<file path="src/rtl/popcount_window_accumulator.sv">
// Sums WINDOW accepted popcount samples (0..4 each) into a saturating total; optional peak tracking via COUNT_PEAK_EN.
// Latency: out_valid registered on the edge accepting the WINDOW-th sample, visible the next cycle.
// Backpressure: in_ready drops while a total is held; the total is held until out_ready, then the next window starts.
module popcount_window_accumulator #(
  parameter int WINDOW = 8,   // accepted samples per window, 1..255
  parameter int SUM_W  = 6    // total width, assumed >= 3 so the SUM_W+1 accumulator absorbs one +4 step
) (
  input  logic             clk,
  input  logic             rst_n,
  input  logic             in_valid,
  input  logic [2:0]       in_count,
  output logic             in_ready,
  output logic             out_valid,
  output logic [SUM_W-1:0] out_sum,
  output logic             out_sat,
  input  logic             out_ready
`ifdef COUNT_PEAK_EN
  ,
  output logic [2:0]       out_peak
`endif
);

  localparam logic [SUM_W:0] SUM_MAX  = {1'b0, {SUM_W{1'b1}}};
  localparam logic [7:0]     WIN_LAST = 8'(WINDOW);

  typedef enum logic [1:0] {S_IDLE, S_ACCUM, S_HOLD} state_t;

  state_t         state_q;
  logic [SUM_W:0] sum_q, sum_d;
  logic           sat_q, sat_d;
  logic [7:0]     cnt_q, cnt_d;
  logic           in_ready_q;
  logic           out_valid_q;
  logic [2:0]     count_clamped;
  logic           accept;
  logic [SUM_W:0] raw_sum;
`ifdef COUNT_PEAK_EN
  logic [2:0]     peak_q, peak_d;
`endif

  // Clamp illegal counts and form the saturating next total for an accepted sample.
  // sum_q/sat_q/cnt_q are always zero in IDLE, so the same update covers the first sample.
  always_comb begin
    count_clamped = (in_count > 3'd4) ? 3'd4 : in_count;
    accept        = in_valid & in_ready_q;
    raw_sum       = sum_q + {{(SUM_W-2){1'b0}}, count_clamped};
    cnt_d         = cnt_q + 8'd1;
    if (raw_sum > SUM_MAX) begin
      sum_d = SUM_MAX;
      sat_d = 1'b1;
    end else begin
      sum_d = raw_sum;
      sat_d = sat_q;
    end
  end

`ifdef COUNT_PEAK_EN
  // Running maximum of clamped counts within the window.
  always_comb begin
    peak_d = (count_clamped > peak_q) ? count_clamped : peak_q;
  end
`endif

  // Window FSM: accumulate until WINDOW accepts, then hold the total until it is taken.
  always_ff @(posedge clk or negedge rst_n) begin
    if (!rst_n) begin
      state_q     <= S_IDLE;
      sum_q       <= '0;
      sat_q       <= 1'b0;
      cnt_q       <= '0;
      in_ready_q  <= 1'b1;
      out_valid_q <= 1'b0;
`ifdef COUNT_PEAK_EN
      peak_q      <= '0;
`endif
    end else begin
      case (state_q)
        S_IDLE, S_ACCUM: begin
          if (accept) begin
            sum_q  <= sum_d;
            sat_q  <= sat_d;
            cnt_q  <= cnt_d;
`ifdef COUNT_PEAK_EN
            peak_q <= peak_d;
`endif
            if (cnt_d == WIN_LAST) begin
              state_q     <= S_HOLD;
              in_ready_q  <= 1'b0;
              out_valid_q <= 1'b1;
            end else begin
              state_q <= S_ACCUM;
            end
          end
        end
        S_HOLD: begin
          if (out_ready) begin
            state_q     <= S_IDLE;
            sum_q       <= '0;
            sat_q       <= 1'b0;
            cnt_q       <= '0;
            in_ready_q  <= 1'b1;
            out_valid_q <= 1'b0;
`ifdef COUNT_PEAK_EN
            peak_q      <= '0;
`endif
          end
        end
        default: begin
          state_q     <= S_IDLE;
          in_ready_q  <= 1'b1;
          out_valid_q <= 1'b0;
        end
      endcase
    end
  end

  assign in_ready  = in_ready_q;
  assign out_valid = out_valid_q;
  assign out_sum   = sum_q[SUM_W-1:0];
  assign out_sat   = sat_q;
`ifdef COUNT_PEAK_EN
  assign out_peak  = peak_q;
`endif

endmodule

</file>
<file path="config.mk">
export PLATFORM = sky130hd
export DESIGN_NAME = popcount_window_accumulator
export DESIGN_NICKNAME = d
export VERILOG_FILES = /design/src/rtl/popcount_window_accumulator.sv
export SDC_FILE = /design/constraint.sdc
export NUM_CORES = 1
export LEC_CHECK = 0
export ABC_AREA = 1
export CORE_MARGIN = 5
export CORE_UTILIZATION = 53
export DETAILED_ROUTE_END_ITERATION = 7
export PLACE_DENSITY_LB_ADDON = 0.3
export SLEW_MARGIN = 5
export SYNTH_ARGS = -nofsm -noshare
export SYNTH_HDL_FRONTEND = slang
export SYNTH_SLANG_ARGS = --single-unit
</file>
<file path="constraint.sdc">
create_clock -name clk -period 2.21 [get_ports clk]
set_clock_uncertainty 0.1 [all_clocks]
set_input_delay 0.3315 -clock clk [delete_from_list [all_inputs] [get_ports clk]]
set_output_delay 0.3315 -clock clk [all_outputs]
set_load 0.005 [all_outputs]
</file>
* Word level (Yosys, flattened, before mapping) *
Index checks and enable logic that the tools add are counted.

storage, ports and cells
  latch bits = 0
  bits in registers = 20
  memory bits (read-only) = 0
  input port bits = 7
  memories = 0
  RAM bits = 0

cells by class
  add/sub/neg operators = 2
  shift-type cells = 0
  equal/unequal tests = 7
  div/mod/pow operators = 0
  reductions and logical operators = 7
  bitwise gates (word level) = 1
  $lt $le $gt $ge = 2
  $mul = 0
  multiplexer cells = 23

operators with widths
  cell                                                                             number
  7-bit two-way mux                                                                3
  8-bit two-way mux                                                                2
  8-bit case mux with 2 select lines                                               1
  7-bit case mux with 2 select lines                                               1
  8-bit by 1-bit adder with 8-bit output, second input constant                    1
  8-bit by 4-bit equality test with 1-bit output, second input constant            1
  1-bit two-way mux                                                                8
  2-bit inequality test, second input constant                                     4
  7-bit by 3-bit adder with 7-bit output                                           1
  7-bit by 6-bit greater-than comparator with 1-bit output, second input constant  1
  2-bit two-way mux                                                                3
  1-bit case mux with 2 select lines                                               3
  3-bit AND reduction                                                              2
  2-bit case mux with 2 select lines                                               1
  4-bit AND reduction                                                              1
  3-bit greater-than comparator, second input constant                             1
  3-bit two-way mux                                                                1
  2-bit by 1-bit equality test with 1-bit output, second input constant            1
  2-bit equality test, second input constant                                       1
  2-bit logical NOT                                                                1
  2-bit AND reduction                                                              1
  2-bit nonzero test                                                               1
  2-bit OR reduction                                                               1
  1-bit bitwise AND                                                                1

* Longest topological paths before layout *
Gate-level depths: netlist (run 1).

  depth in word-level cells = 7
  depth in mapped cells = 11
  gate-level depth less buffers = 11

* Least setup slack after synthesis (run 1) *
Ideal clock, no wire load.

  kind = input-to-reg
  from = in in_count[0]
  to = reg sat_q (netlist: out_sat)
  arrival = 1.663 ns
  slack = 0.370 ns
  buffers on the path = 0
  setup time = 0.077 ns
  cell stages on the path = 10
  cell sequence = o21a_1 > nor2_1 > ha_1 > fa_1 > nand2_1 > a21oi_1 > nand2_1 > o21ai_1 > nand3_2 > a21oi_1

between the ends
  word-level cells in the longest chain between the ends = 6

ends and longest elaborated chain
  element                                                     RTL line  source
  start, declared                                             11        input logic [2:0] in_count,
  3-bit greater-than comparator                               44        count_clamped = (in_count > 3'd4) ? 3'd4 : in_count;
  3-bit two-way mux *                                         44
  7-bit by 3-bit adder with 7-bit output *                    46        raw_sum = sum_q + {{(SUM_W-2){1'b0}}, count_clamped};
  7-bit by 6-bit greater-than comparator with 1-bit output *  48        if (raw_sum > SUM_MAX) begin
  2-bit inequality test (no source line) *                    n/a
  4-bit AND reduction (no source line) *                      n/a
  end signal, assigned                                        81        sat_q <= sat_d;
  end, declared                                               30        logic sat_q, sat_d;

Every way passes the cells marked *; elsewhere a longest branch is shown, timed or not.
A chain may end at the register's enable or synchronous reset.

* Final worst setup path (run 1) *
Same ends and word-level chain as after synthesis.

==> summary.md, run 1 <==
The run gives 300 ps as the clock insertion delay at the later pin of the skew report. The worst path uses 96.4% of the clock period. The worst register-to-register path begins at sum_q[0]. Number of clock sinks: 20. The number of antenna diodes in the final layout is 0. The wire length after detailed routing is 2.44 mm. The run gives 21 as the pin count of the biggest net entering global routing. TritonCTS built the clock tree.

Global routing used 16.1% of the available tracks. Source of the critical timing path: in_count[0]. The initial utilization of the core area, before any placement, comes to 54.4%. Buffers inserted to repair hold after CTS numbered 0. The tools report the number of synthesis warnings as 0.

In this run, synthesis produced a sequential element count of 20. The largest fanout on the critical path is 7, and the post-synthesis to final-layout area growth is 18.3%. For the number of nets produced by synthesis, the log shows 166.

In the final routed layout, each cell accounts on average for 12.4 um. The die is 57.2 um tall. In this run the tightest slew margin relative to its limit is 83.0%. The run gives 0 as the number of slew-limit violations in the final report. At the pin with the least slew margin, the transition time is 255 ps. The DRC marker count from the first detailed-route iteration was 36. In the synthesized netlist, the number of instances is 154. The final layout contains 182 nets.

The detailed placer's ending HPWL was 1.87 mm; the slack of the critical path was 80.0 ps. The share of post-route cells with drive strength above 1 was 13.0%; the H-tree level count was 1. The first-pass GRT wire length is 4.21 mm.

The run gives 0 as the final count of hold timing violations. The area of the die is 3270 um^2. For this design the static power due to leakage is 0.000691 uW. The worst hold path belongs to the class input pin to async pin.

STA classifies the critical path startpoint as an input pin. The maximum clock insertion buffer count is 2, and the total instance count after detailed placement is 193. The final standard cell count with taps included and fillers excluded was 197. The number of clock buffers added by TritonCTS is 3. The flow ran to the end, and the final reports show no timing, DRC or antenna violations. VDD sags by at most 0.000336 V. The core region area was 2170 um^2. The total overflow reported by the global router was 0.

Summing over every cut layer, the via total after detailed routing is 1,055. The run gives 0 as the number of antenna violations at the first check in global routing. OpenSTA, run right after detailed placement, puts the worst setup slack at -272 ps. The library cells used most frequently in the layout, excluding fill and tap cells, are nand2_1 (39), inv_1 (23), dfrtp_1 (19). The tool flagged a number of max-cap violations equal to 0. The mean area per synthesized cell came out at 7.66 um^2.

Summing every instance area after synthesis gives 1180 um^2. Clock-pin slew was measured on the worst setup and hold paths at 110 ps. The power per unit of standard cell area is 449 nW/um^2. In this run the tool buffered the top-level ports with 15 buffer cells. After detailed routing, the number of vias per cell comes to 5.36.

The cell sitting at the root of the clock tree is a clkbuf_4. Sequential element share of the synthesized area: 42.5%. Nature of the critical path endpoint: a register.

At the worst endpoint, the arrival time is 2270 ps. From left edge to right edge, the die measures 57.2 um. The logs give 0.469 GHz for the highest attainable clock frequency and 400 ps for the worst setup slack for register-to-register paths. The critical path class was input pin to register.

Once the clock tree was built, the resizer swapped 0 gates to a different size. The library cell used most frequently in the layout, excluding fill and tap cells, is nand2_1. The number of global-route vias before repair came out at 1,014. Worst path required time: 2350 ps. Row generation in the floorplan step produced 17 rows.

In this run the critical register-to-register path is captured at out_sat. The placer congestion estimate was 0.862. The tools report the remaining antenna violation count as 0. After detailed routing, the number of remaining DRC violations is 0.

Measured in cells, the most critical reg-to-reg path has a length of 8. Setup violations remaining at the end of the flow were counted as 0. Total setup buffers inserted after CTS: 0. The count of boundary I/O pins came out at 16. The synthesized netlist contains 25 unique library cells. The post-layout minimum cycle time was 2130 ps. For the first-pass iteration count of the detailed router, the log shows 5.
[critical path, cell delays in order]
cell,delay (ps)
clkdlybuf4s50_1,420
o21a_1,200
nor2_1,100
ha_2,200
fa_2,200
nand2_2,60
a21oi_2,190
nand2_2,90
o21ai_2,180
nand3_4,130
a21oi_2,150
[metal layers]
metal / track usage (%) / vias to the layer above / share of wire (%)
li1: - / 523 / -
met2: 27.2 / 31 / 51
met1: 20.3 / 497 / 43
met4: 6.29 / 0 / 1.2
met3: 2.94 / 4 / 4.5
met5: 0 / - / 0
[synth_stat cells]
master    count  share of area (%)
clkbuf_1      1               0.32
o22ai_1       4                2.1
ha_1          4                4.2
buf_4         7                4.5
o21ai_0       3                1.3
nor2_1       11                3.5
dfrtp_1      19                 40
nand3_1      15                6.4
or2_1         1               0.53
inv_1        23                7.3
a21oi_1       5                2.1
dfstp_2       1                2.2
fa_1          1                1.7
buf_2         1               0.42
o221ai_1      2                1.5
nand2_1      41                 13
nand3_2       1               0.85
nor2_2        3                1.6
a22o_1        1               0.74
nand2_2       1               0.53
o21ai_1       1               0.42
o21a_1        1               0.64
nand4_1       5                2.7
o211ai_1      1               0.64
or2_2         1               0.53
[cell families (layout without fill, tap and decap cells)]
logic type / count (synthesis) / after routing / synth area share, %
adders and majority gates: 5 / 5 / 5.94
and+or+nand+nor: 79 / 79 / 29.6
DFF: 20 / 20 / 42.5
buffers and inverters: 32 / 47 / 12.5
AOI/OAI and AO/OA: 18 / 18 / 9.44
[layout make-up]
type	count	area, um^2
fill	201	773
multi-input combinational	102	559
sequential	20	502
timing repair buffer	20	188
inverter	23	86.3
tap	28	35.0
clock buffer	4	26.3
[stage by stage]
step	instance area (um^2)	power, uW	utilization (%)	hold slack [ps]	setup TNS [ps]
after CTS	1370	633	63.0	253	0
final	1400	627	64.4	249	0
after floorplan	1180	421	-	-64.1	0
after detailed placement	1340	455	61.8	365	-1560
after global routing	1400	668	64.4	260	-24.8
after global placement	1340	451	61.8	358	-895
[worst max path at each step]
stage | cells past startpoint | slack, ps | end
6_report | 11 | 80 | out_sat
2_1_floorplan | 10 | 370 | out_sat
5_1_grt | 11 | -20 | out_sat
4_1_cts | 11 | 50 | out_sat
3_3_place_gp | 11 | -160 | out_sat
3_5_place_dp | 11 | -270 | out_sat
[power by group]
| group | switching, uW | total [uW] | internal, uW |
|---|---|---|---|
| clock network | 107 | 178 | 70.3 |
| registers | 10.2 | 385 | 375 |
| logic | 31.8 | 64.0 | 32.1 |
[flip-flops by register name, summed over array words and instances (netlist names)]
| register | count |
|---|---|
| state_q | 2 |
| cnt_q | 8 |
| out_sat | 1 |
| in_ready | 1 |
| out_valid | 1 |
| sum_q | 7 |
(Power assumes the default switching activity.)
==> run 2, diff against run 1 <==
Settings changed: CORE_MARGIN 5 to 4.
==> run 2 against run 1 <==
Final cell count shrank 0.51%. Count of clock-buffer cells in the layout shrank 1. Setup slack gained 85 ps. Clock power grew 68%. Register-to-register slack gained 30 ps. Wire length shrank 9.0%. Cell area grew 0.99%. Die area shrank 6.9%. Utilization grew 4.7 points. Critical path depth is the same. Global-route usage grew 2.1 points.
==> summary.md, run 2 (synthesis results as in run 1) <==
The worst setup path is of the input pin to register kind. The depth of the worst register-to-register path was 8 (unchanged). The number of stages on the worst setup path is 11 (unchanged), and the final-layout setup total negative slack is 0 ps (unchanged). The H-tree level count came out at 1 (unchanged). The slack of the critical path was 165 ps (+84.8 ps).

Maximum ir drop on the vdd rail: 0.000456 V (+36%). The tools report the worst path required time as 2350 ps (about the same). The logs give 0.000704 uW (+1.8%) for the leakage dissipation and 2190 ps (-80 ps) for the data arrival time of the critical path. The remaining antenna violation count was 0 (unchanged). The core region area was 2040 um^2 (-5.9%). The number of flip-flops in the largest register is 8 (unchanged), and the count of port buffers added during placement is 15 (unchanged).

The tools report the total setup buffers inserted after CTS as 0 (unchanged). The number of antenna violations at the first check in global routing is 0 (unchanged), and the initial core utilization is 57.8% (+3.4 points). For the highest attainable clock frequency, the log shows 0.489 GHz (+4.1%).

The number of violations of the max-capacitance limit came out at 0 (unchanged). The power per unit of standard cell area came out at 529 nW/um^2 (+18%). For the maximum clock insertion buffer count, the log shows 2 (unchanged).

The flow ran to the end, and the final reports show no timing, DRC or antenna violations. The total overflow reported by the global router is 0 (unchanged), and the detail-routed via count per cell is 5.23 (-2.3%). Sum of internal, switching and leakage power: 746 uW (+19%).

Among all stages on the critical path, the largest delay is contributed by clkdlybuf4s50_1. The tools report the type of origin of the critical path as an input pin. The total via count in the routed design is 1,026 (-2.7%). The net count of the finished layout came out at 182 (unchanged). Largest fanout on the critical path: 7 (unchanged). The post-route standard cell area excluding fillers came out at 1410 um^2 (+0.99%). Area of the die: 3040 um^2 (-6.9%).

The number of clock sinks is 20 (unchanged), and the number of slew-limit violations in the final report is 0 (unchanged). The final core area utilization is 69.1% (+4.7 points). The endpoint identified for the worst register-to-register timing path is sum_q[4]. Leaving out fill and tap cells, the most frequent cell in the layout is nand2_1.

Cell repeated most along the worst path: nand2_1. The pin slew with the least headroom to its limit was 249 ps (-5.62 ps); the share of the clock period used by the worst path after layout was 92.5% (-3.8 points). The number of DRC violations after detailed routing came out at 0 (unchanged). The post-synthesis to final-layout area growth works out to 19.5%. The count of buffer and inverter cells on the critical path works out to 1 (unchanged). Clock-pin slew on the worst setup and hold paths: 110 ps (about the same). The largest registers in the layout are cnt_q x8, sum_q x7, state_q x2. The total inserted antenna cells came out at 0 (unchanged). The tools report the site row count as 16 (-1).

Root buffer cell: clkbuf_4. The critical path goes through clkdlybuf4s50_1 -> o21a_1 -> nor2_1 -> ha_2 -> fa_1 -> nand2_1 -> a21oi_2 -> nand2_1 -> o21ai_2 -> nand3_4 -> a21oi_1. Kind of cell adding the most delay to the critical path: compound AO/OA/AOI/OAI gates. The number of fill cells in the layout was 174 (-13%). The count of boundary I/O pins is 16 (unchanged), and the total placed instance area is 1340 um^2 (about the same). For the first-pass GRT wire length, the log shows 3.95 mm (-6.1%).

The clock insertion delay at the later pin of the skew report was 300 ps (about the same). cnt_q holds more flip-flops than any other register. The horizontal die dimension came out at 55.2 um (-3.5%). The number of setup violations in the final report is 0 (unchanged), and the highest cell delay on the worst timing path is 420 ps (about the same). The number of global-route vias before repair is 982 (-3.2%), and the final count of hold timing violations is 0 (unchanged).

The library cells used most frequently in the layout, excluding fill and tap cells, are nand2_1 (41), inv_1 (23), dfrtp_1 (19). The tools report the detailed placer's ending HPWL as 1.71 mm (-8.9%). The run gives 0.803 (-6.9%) as the placer congestion estimate. TritonCTS built the clock tree. The worst-case headroom to the max-slew limit is 83.4% (+0.37 points), and the pin count of the biggest net entering global routing is 21 (unchanged).

The worst register-to-register path begins at sum_q[0]. The post-layout minimum cycle time was 2050 ps (-84.8 ps); the first-pass iteration count of the detailed router was 4 (-1). STA classifies the critical path endpoint as a register. The class of the tightest hold or removal check is input pin to async pin. The height of the chip is 55.2 um (-3.5%), and the DRC marker count from the first detailed-route iteration is 21 (-42%). Routed length per instance: 11.3 um (-8.5%). The worst setup slack for register-to-register paths was 430 ps (+30 ps).

The number of buffers added by the clock tree synthesis step is 3 (unchanged), and the share of post-route cells with drive strength above 1 is 11.2% (-1.8 points). The total routing resource utilization after global routing was 18.2% (+2.1 points); the minimum setup slack after placement was -228 ps (+44.3 ps). The wire length after detailed routing was 2.22 mm (-9.0%).
[run 2: worst max path at each step]
| stage | start | end | slack, ps |
|---|---|---|---|
| floorplan | in_count[0] | out_sat | 370 |
| global placement | in_count[0] | out_sat | -160 |
| detailed placement | in_count[0] | out_sat | -230 |
| CTS | in_count[0] | out_sat | 100 |
| global route | in_count[0] | out_sat | -5 |
| finish | in_count[0] | out_sat | 160 |
[run 2: what timing repair did]
item | CTS | global route
resized for setup | 0 | 4
endpoints found under the setup margin | 0 | 7
hold buffers | 0 | 0
hold endpoints to repair | 0 | 0
[run 2: area by class of cell]
class	count	area [um^2]	area share (%)
Multi-Input combinational cell	102	548	38.9
Sequential cell	20	502	35.6
Timing Repair Buffer	20	188	13.3
Inverter	23	86.3	6.12
Tap cell	27	33.8	2.40
Clock inverter	1	30.0	2.13
Clock buffer	3	22.5	1.60
[run 2: layer usage]
| layer | GRT usage (%) | vias to the layer above | part of all wire [%] |
|---|---|---|---|
| met1 | 23.4 | 475 | 46 |
| li1 | - | 523 | - |
| met2 | 29.9 | 23 | 48 |
| met4 | 7.69 | 0 | 1.7 |
| met3 | 3.22 | 5 | 3.8 |
| met5 | 0 | - | 0 |
[run 2: per-stage QoR]
step / instances / hold slack [ps]
floorplan: 154 / -64.1
global placement: 192 / 357
detailed placement: 192 / 372
CTS: 196 / 258
global route: 196 / 250
finish: 196 / 253
[run 2: where the power goes]
| part | switching [uW] | internal [uW] |
|---|---|---|
| clock | 115 | 183 |
| sequential | 9.70 | 375 |
| combinational | 30.3 | 31.9 |
